==> src/rtl/key_enc_pkg.sv <==
// Shared types and helpers for the debounced key encoder.
// f_popcnt_gt1 is only referenced when KEY_ENC_MULTI_DET_EN is defined.
package key_enc_pkg;

  // Helpers operate on a fixed-width vector; callers zero-extend their key bus.
  localparam int KEY_MAX  = 64;
  localparam int CODE_MAX = 8;

  typedef enum logic [1:0] {
    IDLE       = 2'd0,
    DB_PRESS   = 2'd1,
    HELD       = 2'd2,
    DB_RELEASE = 2'd3
  } state_t;

  // Index of the highest set bit; 0 for an all-zero vector.
  function automatic logic [CODE_MAX-1:0] f_prio_enc(input logic [KEY_MAX-1:0] v);
    logic [CODE_MAX-1:0] code;
    code = '0;
    for (int i = 0; i < KEY_MAX; i++) begin
      if (v[i]) begin
        code = i[CODE_MAX-1:0];
      end
    end
    return code;
  endfunction

  function automatic logic f_popcnt_gt1(input logic [KEY_MAX-1:0] v);
    logic [KEY_MAX-1:0] one;
    one = KEY_MAX'(1);
    return (v & (v - one)) != '0;
  endfunction

endpackage

==> src/rtl/key_sync2.sv <==
// Two-flop synchroniser for a bus of independent asynchronous levels.
module key_sync2 #(
  parameter int W = 1
) (
  input  logic         clk,
  input  logic         rst,
  input  logic [W-1:0] d,
  output logic [W-1:0] q
);

  logic [W-1:0] s1_r;

  // Two-stage capture, both stages cleared by reset.
  always_ff @(posedge clk) begin
    if (rst) begin
      s1_r <= '0;
      q    <= '0;
    end else begin
      s1_r <= d;
      q    <= s1_r;
    end
  end

endmodule

==> src/rtl/key_encoder_db.sv <==
// Synchronised, priority-encoded and press/release-debounced keypad encoder.
// Define KEY_ENC_MULTI_DET_EN to add multi_key and reject multi-key chords.
module key_encoder_db
  import key_enc_pkg::*;
#(
  parameter int NUM_KEYS  = 10,
  parameter int CODE_W    = 4,
  parameter int DB_CYCLES = 16,
  parameter int CNT_W     = 8
) (
  input  logic                clk,
  input  logic                rst,
  input  logic [NUM_KEYS-1:0] key_in,
  output logic [CODE_W-1:0]   key_code,
  output logic                key_valid,
  output logic                key_press,
  output logic                key_release
`ifdef KEY_ENC_MULTI_DET_EN
  ,
  output logic                multi_key
`endif
);

  logic [NUM_KEYS-1:0] s2_s;
  logic                any_s;
  logic [CODE_W-1:0]   cand_s;
  logic                last_s;
  logic                pend_ok_s;
  logic                hold_ok_s;

  state_t              state_r, state_nx_s;
  logic [CNT_W-1:0]    cnt_r, cnt_nx_s, cnt_inc_s;
  logic [CODE_W-1:0]   pend_r, pend_nx_s;
  logic [CODE_W-1:0]   code_nx_s;
  logic                valid_nx_s, press_nx_s, release_nx_s;

  key_sync2 #(.W(NUM_KEYS)) u_sync (
    .clk (clk),
    .rst (rst),
    .d   (key_in),
    .q   (s2_s)
  );

  assign cand_s = CODE_W'(f_prio_enc(KEY_MAX'(s2_s)));

`ifdef KEY_ENC_MULTI_DET_EN
  logic multi_s;
  assign multi_s = f_popcnt_gt1(KEY_MAX'(s2_s));
  // A chord looks like "no key" to the FSM so it can never be accepted.
  assign any_s   = (|s2_s) & ~multi_s;

  // Registered chord indicator.
  always_ff @(posedge clk) begin
    if (rst) begin
      multi_key <= 1'b0;
    end else begin
      multi_key <= multi_s;
    end
  end
`else
  assign any_s = |s2_s;
`endif

  assign last_s    = (cnt_r == CNT_W'(DB_CYCLES - 1));
  assign pend_ok_s = any_s && (cand_s == pend_r);
  assign hold_ok_s = any_s && (cand_s == key_code);
  assign cnt_inc_s = (cnt_r == {CNT_W{1'b1}}) ? cnt_r : cnt_r + CNT_W'(1);

  // State, counter, pending code and all outputs are registered here.
  always_ff @(posedge clk) begin
    if (rst) begin
      state_r     <= IDLE;
      cnt_r       <= '0;
      pend_r      <= '0;
      key_code    <= '0;
      key_valid   <= 1'b0;
      key_press   <= 1'b0;
      key_release <= 1'b0;
    end else begin
      state_r     <= state_nx_s;
      cnt_r       <= cnt_nx_s;
      pend_r      <= pend_nx_s;
      key_code    <= code_nx_s;
      key_valid   <= valid_nx_s;
      key_press   <= press_nx_s;
      key_release <= release_nx_s;
    end
  end

  // Next-state decision.
  always_comb begin
    state_nx_s = state_r;
    case (state_r)
      IDLE: begin
        if (any_s) state_nx_s = DB_PRESS;
        else       state_nx_s = IDLE;
      end
      DB_PRESS: begin
        if (!pend_ok_s)  state_nx_s = IDLE;
        else if (last_s) state_nx_s = HELD;
        else             state_nx_s = DB_PRESS;
      end
      HELD: begin
        if (!hold_ok_s) state_nx_s = DB_RELEASE;
        else            state_nx_s = HELD;
      end
      DB_RELEASE: begin
        if (hold_ok_s)   state_nx_s = HELD;
        else if (last_s) state_nx_s = IDLE;
        else             state_nx_s = DB_RELEASE;
      end
      default: state_nx_s = IDLE;
    endcase
  end

  // Datapath and output next values; pulses default low every cycle.
  always_comb begin
    cnt_nx_s     = cnt_r;
    pend_nx_s    = pend_r;
    code_nx_s    = key_code;
    valid_nx_s   = key_valid;
    press_nx_s   = 1'b0;
    release_nx_s = 1'b0;
    case (state_r)
      IDLE: begin
        if (any_s) begin
          pend_nx_s = cand_s;
          cnt_nx_s  = '0;
        end else begin
          cnt_nx_s  = cnt_r;
        end
      end
      DB_PRESS: begin
        if (!pend_ok_s) begin
          cnt_nx_s   = cnt_r;
        end else if (last_s) begin
          code_nx_s  = pend_r;
          valid_nx_s = 1'b1;
          press_nx_s = 1'b1;
        end else begin
          cnt_nx_s   = cnt_inc_s;
        end
      end
      HELD: begin
        if (!hold_ok_s) cnt_nx_s = '0;
        else            cnt_nx_s = cnt_r;
      end
      DB_RELEASE: begin
        if (hold_ok_s) begin
          cnt_nx_s     = cnt_r;
        end else if (last_s) begin
          code_nx_s    = '0;
          valid_nx_s   = 1'b0;
          release_nx_s = 1'b1;
        end else begin
          cnt_nx_s     = cnt_inc_s;
        end
      end
      default: begin
        cnt_nx_s = '0;
      end
    endcase
  end

endmodule

==> config.mk <==
export PLATFORM = sky130hd
export DESIGN_NAME = key_encoder_db
export DESIGN_NICKNAME = d
export VERILOG_FILES = /design/src/rtl/key_enc_pkg.sv /design/src/rtl/key_sync2.sv /design/src/rtl/key_encoder_db.sv
export SDC_FILE = /design/constraint.sdc
export NUM_CORES = 1
export LEC_CHECK = 0
export BUFFER_PORTS_ARGS = -buffer_cell sky130_fd_sc_hd__buf_2
export CORE_MARGIN = 2
export CORE_UTILIZATION = 29
export DETAILED_ROUTE_END_ITERATION = 8
export PLACE_DENSITY = 0.54
export SETUP_SLACK_MARGIN = 0.15
export SLEW_MARGIN = 20
export SYNTH_ARGS = -nofsm -noshare
export SYNTH_HDL_FRONTEND = slang
export SYNTH_SLANG_ARGS = --single-unit
==> constraint.sdc <==
create_clock -name clk -period 2.12 [get_ports clk]
set_input_delay 0.212 -clock clk [delete_from_list [all_inputs] [get_ports clk]]
set_output_delay 0.212 -clock clk [all_outputs]
set_load 0.05 [all_outputs]
==> qor.csv, run 1 <==
stage,metric,value,unit
grt,antenna_found_initial,0,
floorplanning,dieWidth,83.6,µm
cells_and_area,areaGrowthSynthToFinish,33.7,%
routing,drt_iter0_drc,77,
timing,final_max_slew_viol_count,0,
clocking,cts_sinks,41,
logic_synthesis,synth_seq_area_share,44.7,%
logic_synthesis,ys_types,50,
min_path,hold_class,input port to flip-flop,
place,place_hpwl,2850,µm
logic_synthesis,synth-edff-count,0,
timing,rsz0062_at_grt,true,
timing,fmax,457,MHz
timing,fin_crit,2190,ps
grt,use_met3,2.77,%
place,placement.cell_area,2200,µm²
place,dp_slack,-202,ps
critical_path,critPathKind,flip-flop to flip-flop,
timing,slew_headroom,70.6,%
logic_synthesis,synth_top_area_share,44.7,%
run_status,status,"finished, violations left",
timing,hold_ws,118,ps
logic_synthesis,syn-num-nets,214,
floorplanning,fp.dieH,83.6,µm
routing,routedWlPerCell,12.5,µm
floorplanning,rows,28,
routing,ant_nets,0,
clocking,ctsHtreeMaxLevel,2,
timing,tightest_slew,434,ps
grt,busiest_layer,met2,
power,fin_total_pwr,1610,µW
clocking,cts_tree,yes,
timing,setup-violations-final,8,
logic_synthesis,ys_ff_latch,41,
timing,setup_ws,-68.1,ps
logic_synthesis,ys.flop_type,dfxtp_1,
cells_and_area,nets,261,
critical_path,path_max_fanout,6,
cells_and_area,layout_common_cells,"33 x dfxtp_1, 28 x buf_4, 21 x nor2b_1",
logic_synthesis,yosys_warnings,0,
power,peakVddDrop,0.263,mV
clocking,insertion_delay,290,ps
critical_path,crit_path_end_kind,flip-flop,
timing,period_share,103,%
grt,gr-usage-met1,16.8,%
timing,fin_skew,8.84,ps
routing,viasPerCell,4.85,
flow_run,drv_cap,0,
power,p_leak,0.000959,µW
critical_path,cpPeakStageDelay,530,ps
grt,track_usage,12.1,%
critical_path,path_buf_inv,1,
cells_and_area,fin_area,2460,µm²
critical_path,critPathLaunchType,flip-flop,
logic_synthesis,syn_area_per_cell,9.14,µm²
clocking,cts_buffer_depth,2,
grt,grt_pass1_vias,1419,
logic_synthesis,mappedNetlistArea,1840,µm²
logic_synthesis,synth_top_cell_by_area,dfxtp_1,
place,numPortBuffers,18,
critical_path,crit_chain,or4_4 > nor4_4 > a21oi_2 > a2111oi_4 > buf_4 > mux2i_4 > a31oi_4 > a22o_1,
floorplanning,core,6030,µm²
logic_synthesis,synth_area_leaders,"dfxtp_1 45%, nor2b_1 7.2%, a21oi_1 3.5%, nand2_1 3.3%, nand2b_1 2.7%",
cells_and_area,antenna_cells,0,
grt,use_met2,17.7,%
floorplanning,io_pins,19,
clocking,root_buffer,clkbuf_8,
floorplanning,die_area,6990,µm²
routing,drc_errors,0,
cells_and_area,drive_gt1_share,36.1,%
grt,grt_start_max_net_pins,33,
timing,hold_violations,0,
logic_synthesis,syn-instance-count,201,
grt,grt_overflow_total,0,
grt,grt_pass1_wl,6840,µm
floorplanning,start_util,30.5,%
critical_path,crit_path_top_delay_cell,or4_4,
critical_path,worst_ep_required_time,2350,ps
place,dp_cells,314,
clocking,clk_pin_slew,80,ps
critical_path,arrival,2420,ps
cells_and_area,fin_cells,324,
place,gp_congestion,0.857,
logic_synthesis,postSynth.asyncResetShare,0,%
critical_path,cp_top_family,compound AO/OA/AOI/OAI gates,
routing,routed_wl,4040,µm
clocking,numCtsBuffers,5,
cells_and_area,final_common_cell,dfxtp_1,
routing,drt_pre_antenna_iters,4,
power,power_density,654,nW/µm²
run_status,failed_checks,negative setup slack,
routing,vias,1573,
## what timing repair did
item / CTS / global route
pin swaps: 6 / 6
hold endpoints to repair: 0 / 0
endpoints found under the setup margin: 20 / 19
resized for setup: 15 / 17
setup buffers: 1 / 1
hold buffers: 0 / 0
## metrics by stage
stage,setup TNS (ps),utilization [%]
2_1_floorplan,0,-
3_3_place_gp,-906,36.6
3_5_place_dp,-1470,36.6
4_1_cts,-199,39.5
5_1_grt,-1950,40.8
6_report,-381,40.8
## state kept, by name (all words and copies together), names as in the netlist
name         count
state_r          2
u_sync.s1_r     10
u_sync.q        10
cnt_r            8
key_press        1
pend_r           4
key_release      1
key_valid        1
key_code         4
## cells by family after synthesis
| group | count (synthesis) | synth area share, % |
|---|---|---|
| buffers and inverters | 12 | 2.52 |
| AO/OA/AOI/OAI | 45 | 19.5 |
| AND/OR/NAND/NOR | 100 | 31.3 |
| multiplexers | 2 | 1.29 |
| adder cells (fa/ha/maj) | 1 | 0.681 |
| flip-flops | 41 | 44.7 |
## worst paths after layout
path / start / to / slack [ps] / depth (start not counted)
max: u_sync.q[5]$_SDFF_PP0_ / key_code[2]$_SDFFE_PP0P_ / -70 / 8
min: key_in[4] / u_sync.s1_r[4]$_SDFF_PP0_ / 120 / 2
max reg2reg: u_sync.q[5]$_SDFF_PP0_ / key_code[2]$_SDFFE_PP0P_ / -70 / 8
min reg2reg: u_sync.s1_r[1]$_SDFF_PP0_ / u_sync.q[1]$_SDFF_PP0_ / 440 / 1
## per-layer routing
layer / routed length (µm) / up-vias
met4: 59 / 0
met2: 1830 / 25
met1: 2050 / 718
met3: 103 / 5
li1: - / 825
met5: 0 / -
## where the power goes
group | leakage, µW | switching [µW] | internal, µW
combinational | 0.000574 | 138 | 135
clock | 0.0000445 | 273 | 233
sequential | 0.000340 | 29.8 | 797
## area by class of cell
type	instances	area (µm²)
well taps	75	93.8
multi-input cells	148	1110
flip-flops and latches	41	836
inverters	5	18.8
clock buffers	5	68.8
repair buffers	47	312
clock inverters	3	21.3
fillers	609	3570
## cells in the mapped netlist, drive strengths merged, types with 2 or more instances
cell      n
dfxtp    41
nor2b    21
nand2    16
nor2     16
a21oi    13
nand2b    8
nand3     7
nor3      7
clkbuf    6
inv       5
o21ai     5
or3       5
a22o      4
nor4      4
a21o      3
or4       3
a2111oi   2
a211oi    2
a31oi     2
and3      2
and4b     2
mux2i     2
nand3b    2
nor3b     2
o2111ai   2
o22ai     2
o311ai    2
o31ai     2
## worst reg2reg max path: cells and delay by family (launching register included)
family          cells  cell delay, ps
compound gates      4             800
buf+inv             1             200
flops               1             350
mux                 1              70
simple gates        2             690
Note: power is estimated with default switching activity, not from simulation.
==> inputs of run 2 (changes only) <==
Settings changed: ABC_AREA from default to 1.
==> qor.csv, run 2 <==
stage,metric,value,unit,change
power,power_frac_comb,18.4,%,was 17.0%
logic_synthesis,ys.flop_type,dfxtp_1,,unchanged
routing,routed_wl,3640,µm,was 4040 µm
clocking,ctsHoldBuffers,0,,unchanged
routing,viasPerCell,4.30,,was 4.85
logic_synthesis,yosysMostFrequentCell,nand2_1,,was dfxtp_1
clocking,cts_buffer_depth,2,,unchanged
timing,hold_violations,0,,unchanged
critical_path,worst_ep_required_time,2360,ps,was 2350 ps
cells_and_area,fin_area,2170,µm²,was 2460 µm²
routing,routedWlPerCell,9.67,µm,was 12.5 µm
cells_and_area,antenna_cells,0,,unchanged
floorplanning,rows,28,,unchanged
logic_synthesis,syn-instance-count,271,,was 201
floorplanning,io_pins,19,,unchanged
routing,drc_errors,0,,unchanged
logic_synthesis,syn_area_per_cell,6.77,µm²,was 9.14 µm²
clocking,clk_pin_slew,90,ps,was 80 ps
clocking,cts_tree,yes,,unchanged
grt,grt_pass1_vias,1527,,"was 1,419"
critical_path,r2r_start,cnt_r[0]$_SDFFE_PP0P_,,was u_sync.q[5]$_SDFF_PP0_
logic_synthesis,postSynth.asyncResetShare,0,%,unchanged
grt,grt_overflow_total,0,,unchanged
place,place_hpwl,2520,µm,was 2850 µm
logic_synthesis,synth_top_area_share,44.7,%,about the same
place,placement.cell_area,2000,µm²,was 2200 µm²
floorplanning,die_area,6980,µm²,was 6990 µm²
power,p_leak,0.00107,µW,was 0.000959 µW
floorplanning,dieWidth,83.5,µm,was 83.6 µm
power,peakVddDrop,0.367,mV,was 0.263 mV
power,clkPwrFrac,30.9,%,was 31.5%
logic_synthesis,mappedNetlistArea,1830,µm²,was 1840 µm²
critical_path,critPathLaunchType,flip-flop,,unchanged
logic_synthesis,synth-edff-count,0,,unchanged
cells_and_area,drive_gt1_share,17.3,%,was 36.1%
timing,rsz0062_at_grt,false,,was true
timing,fin_skew,7.25,ps,was 8.84 ps
floorplanning,core,6030,µm²,unchanged
critical_path,cp-startpoint,cnt_r[0]$_SDFFE_PP0P_,,was u_sync.q[5]$_SDFF_PP0_
power,power_density,785,nW/µm²,was 654 nW/µm²
grt,grt_start_max_net_pins,18,,was 33
timing,setup_tns,0,ps,was -381 ps
grt,antenna_found_initial,0,,unchanged
timing,fmax,551,MHz,was 457 MHz
timing,tightest_slew,432,ps,was 434 ps
cells_and_area,nets,313,,was 261
floorplanning,start_util,30.4,%,was 30.5%
logic_synthesis,synth_top_cell_by_area,dfxtp_1,,unchanged
timing,final_max_slew_viol_count,0,,unchanged
grt,track_usage,10.9,%,was 12.1%
logic_synthesis,ys_types,25,,was 50
logic_synthesis,syn-num-nets,284,,was 214
timing,fin_crit,1820,ps,was 2190 ps
critical_path,path_max_fanout,8,,was 6
flow_run,drv_cap,0,,unchanged
clocking,cts_sinks,41,,unchanged
cells_and_area,areaGrowthSynthToFinish,18.4,%,was 33.7%
run_status,status,"complete, no violations",,"was finished, violations left"
timing,setup-violations-final,0,,was 8
critical_path,arrival,2050,ps,was 2420 ps
power,seqPwrFrac,50.7,%,was 51.5%
power,switchingPower,528,µW,was 441 µW
timing,period_share,85.7,%,was 103%
logic_synthesis,ys_ff_latch,41,,unchanged
routing,drt_iter0_drc,69,,was 77
clocking,insertion_delay,300,ps,was 290 ps
floorplanning,fp.dieH,83.5,µm,was 83.6 µm
logic_synthesis,synth_common_cells,"60 x nand2_1, 56 x inv_1, 51 x nor2_1, 41 x dfxtp_1, 14 x a21oi_1",,"was 41 x dfxtp_1, 21 x nor2b_1, 16 x nand2_1, 13 x a21oi_1, 13 x nor2_1"
power,intPower,1180,µW,was 1160 µW
logic_synthesis,yosys_warnings,0,,unchanged
clocking,ctsHtreeMaxLevel,2,,unchanged
logic_synthesis,synth_area_leaders,"dfxtp_1 45%, nand2_1 12%, inv_1 11%, nor2_1 10%, a21oi_1 3.8%",,"was dfxtp_1 45%, nor2b_1 7.2%, a21oi_1 3.5%, nand2_1 3.3%, nand2b_1 2.7%"
power,netSwitchingFraction,30.9,%,was 27.5%
logic_synthesis,synth_seq_area_share,44.7,%,about the same
place,numPortBuffers,18,,unchanged
routing,drt_pre_antenna_iters,4,,unchanged
routing,vias,1615,,"was 1,573"
min_path,hold_start,key_in[1],,was key_in[4]
clocking,root_buffer,clkbuf_8,,unchanged
grt,grt_pass1_wl,6310,µm,was 6840 µm
cells_and_area,final_common_cell,nand2_1,,was dfxtp_1
cells_and_area,top_regs,"u_sync.q (10), u_sync.s1_r (10), cnt_r (8)",,unchanged
cells_and_area,fill_cells,666,,was 609
routing,ant_nets,0,,unchanged
critical_path,critPathKind,flip-flop to flip-flop,,unchanged
timing,slew_headroom,71.2,%,was 70.6%
clocking,numCtsBuffers,5,,unchanged
critical_path,crit_path_end_kind,flip-flop,,unchanged
cells_and_area,layout_common_cells,"58 x nand2_1, 56 x inv_1, 47 x nor2_1",,"was 33 x dfxtp_1, 28 x buf_4, 21 x nor2b_1"
place,gp_congestion,0.782,,was 0.857
min_path,hold_class,input port to flip-flop,,unchanged
[run 2: final cells by class]
cell class / count / area [µm²] / area share [%]
tap: 75 / 93.8 / 4.32
clock buffer: 5 / 68.8 / 3.17
clock inverter: 3 / 21.3 / 0.979
timing repair buffer: 26 / 150 / 6.91
sequential: 41 / 822 / 37.8
inverter: 56 / 210 / 9.68
multi-input combinational: 170 / 806 / 37.1
[run 2: logic make-up (layout without fill, tap and decap cells)]
group	count (synthesis)	in the layout	synth area share (%)
adders and majority gates	1	1	0.682
and+or+nand+nor	140	141	32.7
AOI/OAI and AO/OA	26	26	7.44
xor gates and xnor gates	2	2	0.955
DFF	41	41	44.7
buffers and inverters	61	90	13.4
[run 2: what timing repair did]
action	in CTS	in global routing
endpoints found under the setup margin	0	13
buffers inserted	0	6
gates resized for setup	0	11
[run 2: final timing paths]
path,endpoint,slack [ps],cells after the start
max,cnt_r[1]$_SDFFE_PP0P_,300,12
min,u_sync.s1_r[1]$_SDFF_PP0_,110,3
max reg2reg,cnt_r[1]$_SDFFE_PP0P_,300,12
min reg2reg,u_sync.q[7]$_SDFF_PP0_,410,2
[run 2: power groups by stage]
stage	Sequential, µW	Combinational, µW	Clock, µW
floorplan	876	231	0
CTS	864	285	541
detailed placement	882	284	0
global placement	883	279	0
finish	865	314	526
global route	875	363	579
[run 2: worst max-delay path, cell delays in order (launching register included)]
cell and delay [ps]:
dfxtp_2 340, ha_2 190, nand2_1 80, nor2_2 40, nand4_1 170, inv_1 100
nand2_2 80, o21ai_1 70, a21oi_2 260, nand3_4 170, nand2_1 100, nand2_1 50
nor2_1 110
[run 2: per-layer routing]
layer	up-vias	routed length, µm	global-route usage, %
li1	875	-	-
met2	16	1710	18.3
met3	4	116	3.36
met1	720	1780	13.3
met5	-	0	0
met4	0	37	3.52
[run 2: through the flow]
stage | worst slack (ps) | hold slack [ps] | std cells | power (µW) | utilization [%]
after global placement | 303 | 394 | 361 | 1160 | 33.1
after global routing | 123 | 104 | 376 | 1820 | 36.0
after CTS | 229 | 100 | 369 | 1690 | 34.6
final | 304 | 106 | 376 | 1710 | 36.0
after detailed placement | 257 | 395 | 361 | 1170 | 33.1
after floorplan | 415 | 319 | 271 | 1110 | -
==> inputs of run 3 (changes only) <==
Settings changed: CORE_ASPECT_RATIO from default to 1.5, CORE_UTILIZATION 29 to 45, PLACE_DENSITY 0.54 to 0.73.
==> qor.csv, run 3 (same netlist as run 2, synthesis figures left out) <==
stage,metric,value,unit,change
run_status,status,"complete, no violations",,unchanged
cells_and_area,fin_area,2150,µm²,was 2170 µm²
place,placement.cell_area,1960,µm²,was 2000 µm²
critical_path,ff2ff_path_depth,12,,unchanged
timing,period_share,87.3,%,was 85.7%
cells_and_area,fin_cells,344,,was 376
timing,slew_headroom,72.6,%,was 71.2%
floorplanning,fp.dieH,82.2,µm,was 83.5 µm
power,intPower,1320,µW,was 1180 µW
critical_path,crit_chain,ha_2 > nand2_2 > nor2_2 > nand4_1 > inv_2 > nand2_2 > o21ai_1 > a21oi_2 > nand3_4 > nand2_1 > nand2_1 > nor2_1,,was ha_2 > nand2_1 > nor2_2 > nand4_1 > inv_1 > nand2_2 > o21ai_1 > a21oi_2 > nand3_4 > nand2_1 > nand2_1 > nor2_1
power,p_leak,0.00107,µW,about the same
routing,drc_errors,0,,unchanged
timing,tightest_slew,410,ps,was 432 ps
power,peakVddDrop,0.690,mV,was 0.367 mV
grt,grt_start_max_net_pins,30,,was 18
timing,setup_tns,0,ps,unchanged
critical_path,crit_path_end_kind,flip-flop,,unchanged
critical_path,cpPeakStageDelay,340,ps,about the same
clocking,clk_pin_slew,80,ps,was 90 ps
routing,ant_nets,0,,unchanged
critical_path,path_max_fanout,8,,unchanged
place,dp_slack,251,ps,was 257 ps
critical_path,cp_top_family,simple AND/OR/NAND/NOR gates,,unchanged
timing,final_max_slew_viol_count,0,,unchanged
place,gp_congestion,0.874,,was 0.782
routing,drt_pre_antenna_iters,4,,unchanged
place,place_hpwl,2460,µm,was 2520 µm
clocking,root_buffer,clkbuf_8,,unchanged
power,switchingPower,499,µW,was 528 µW
floorplanning,io_pins,19,,unchanged
clocking,cts_tree,yes,,unchanged
floorplanning,dieWidth,56.1,µm,was 83.5 µm
timing,hold_violations,0,,unchanged
power,power_frac_comb,16.6,%,was 18.4%
grt,track_usage,16.2,%,was 10.9%
critical_path,worst_ep_required_time,2350,ps,was 2360 ps
routing,viasPerCell,4.76,,was 4.30
routing,routed_wl,3640,µm,about the same
clocking,cts_buffer_depth,2,,unchanged
min_path,hold_class,input port to flip-flop,,unchanged
critical_path,path_buf_inv,1,,unchanged
cells_and_area,layout_common_cells,"56 x nand2_1, 54 x inv_1, 49 x nor2_1",,"was 58 x nand2_1, 56 x inv_1, 47 x nor2_1"
grt,grt_pass1_vias,1428,,"was 1,527"
floorplanning,start_util,46.7,%,was 30.4%
flow_run,drv_cap,0,,unchanged
clocking,insertion_delay,290,ps,was 300 ps
cells_and_area,antenna_cells,0,,unchanged
place,numPortBuffers,18,,unchanged
clocking,numCtsBuffers,5,,unchanged
cells_and_area,drive_gt1_share,17.4,%,was 17.3%
power,seqPwrFrac,47.6,%,was 50.7%
power,netSwitchingFraction,27.5,%,was 30.9%
cells_and_area,final_common_cell,nand2_1,,unchanged
min_path,hold_depth,3,,unchanged
timing,setup-violations-final,0,,unchanged
timing,fmax,541,MHz,was 551 MHz
clocking,ctsHtreeMaxLevel,2,,unchanged
grt,antenna_found_initial,0,,unchanged
critical_path,crit_path_top_delay_cell,dfxtp_2,,unchanged
grt,grt_pass1_wl,5780,µm,was 6310 µm
routing,vias,1639,,"was 1,615"
critical_path,arrival,2080,ps,was 2050 ps
floorplanning,core,3920,µm²,was 6030 µm²
critical_path,critPathKind,flip-flop to flip-flop,,unchanged
timing,fin_skew,12.7,ps,was 7.25 ps
grt,grt_overflow_total,0,,unchanged
clocking,cts_sinks,41,,unchanged
floorplanning,die_area,4610,µm²,was 6980 µm²
critical_path,worstSetupPathDepth,12,,unchanged
timing,rsz0062_at_grt,false,,unchanged
cells_and_area,areaGrowthSynthToFinish,17.2,%,was 18.4%
critical_path,critPathLaunchType,flip-flop,,unchanged
cells_and_area,nets,311,,was 313
power,clkPwrFrac,35.8,%,was 30.9%
routing,routedWlPerCell,10.6,µm,was 9.67 µm
routing,drt_iter0_drc,73,,was 69
cells_and_area,fill_cells,383,,was 666
timing,fin_crit,1850,ps,was 1820 ps
power,power_density,846,nW/µm²,was 785 nW/µm²
cells_and_area,top_regs,"u_sync.q (10), u_sync.s1_r (10), cnt_r (8)",,unchanged
timing,setup_ws,270,ps,was 304 ps
floorplanning,rows,28,,unchanged
place,dp_cells,331,,was 361
[run 3: final cells by class]
type	count	area [µm²]	share of cell area [%]
Timing Repair Buffer	24	135	6.29
Sequential cell	41	822	38.2
Tap cell	45	56.3	2.62
Clock inverter	2	37.5	1.75
Multi-Input combinational cell	170	806	37.5
Inverter	56	210	9.78
Clock buffer	6	82.6	3.84
[run 3: path summary, 6_finish.rpt]
path	to	from	slack [ps]
max reg2reg	cnt_r[2]$_SDFFE_PP0P_	cnt_r[0]$_SDFFE_PP0P_	270
min reg2reg	u_sync.q[7]$_SDFF_PP0_	u_sync.s1_r[7]$_SDFF_PP0_	400
min	u_sync.s1_r[3]$_SDFF_PP0_	key_in[3]	120
max	cnt_r[2]$_SDFFE_PP0P_	cnt_r[0]$_SDFFE_PP0P_	270
[run 3: what timing repair did]
action,CTS,global route
setup endpoints to repair,0,13
setup buffers,0,4
endpoints found under the hold margin,0,0
resized for setup,0,13
hold buffers,0,0
[run 3: through the flow]
| step | util (%) | hold slack [ps] | total power, µW |
|---|---|---|---|
| 2_1_floorplan | - | 319 | 1110 |
| 3_3_place_gp | 49.9 | 388 | 1160 |
| 3_5_place_dp | 49.9 | 393 | 1160 |
| 4_1_cts | 53.0 | 115 | 1810 |
| 5_1_grt | 54.8 | 108 | 1920 |
| 6_report | 54.8 | 121 | 1820 |
[run 3: power groups by stage]
stage / clock, µW / combinational [µW] / sequential, µW
floorplan: 0 / 231 / 876
global placement: 0 / 277 / 880
detailed placement: 0 / 282 / 881
CTS: 662 / 284 / 864
global route: 693 / 351 / 874
finish: 650 / 303 / 866
[run 3: tightest hold or removal path: stages]
cell and delay, ps:
buf_2 70, inv_1 30, nor2_1 60
[run 3: per-layer routing]
layer | global-route usage (%) | vias up | part of all wire [%]
met5 | 0 | - | 0
met4 | 6.90 | 0 | 1.4
met3 | 4.21 | 5 | 3.1
met2 | 32.2 | 29 | 55
met1 | 15.7 | 736 | 41
li1 | - | 869 | -
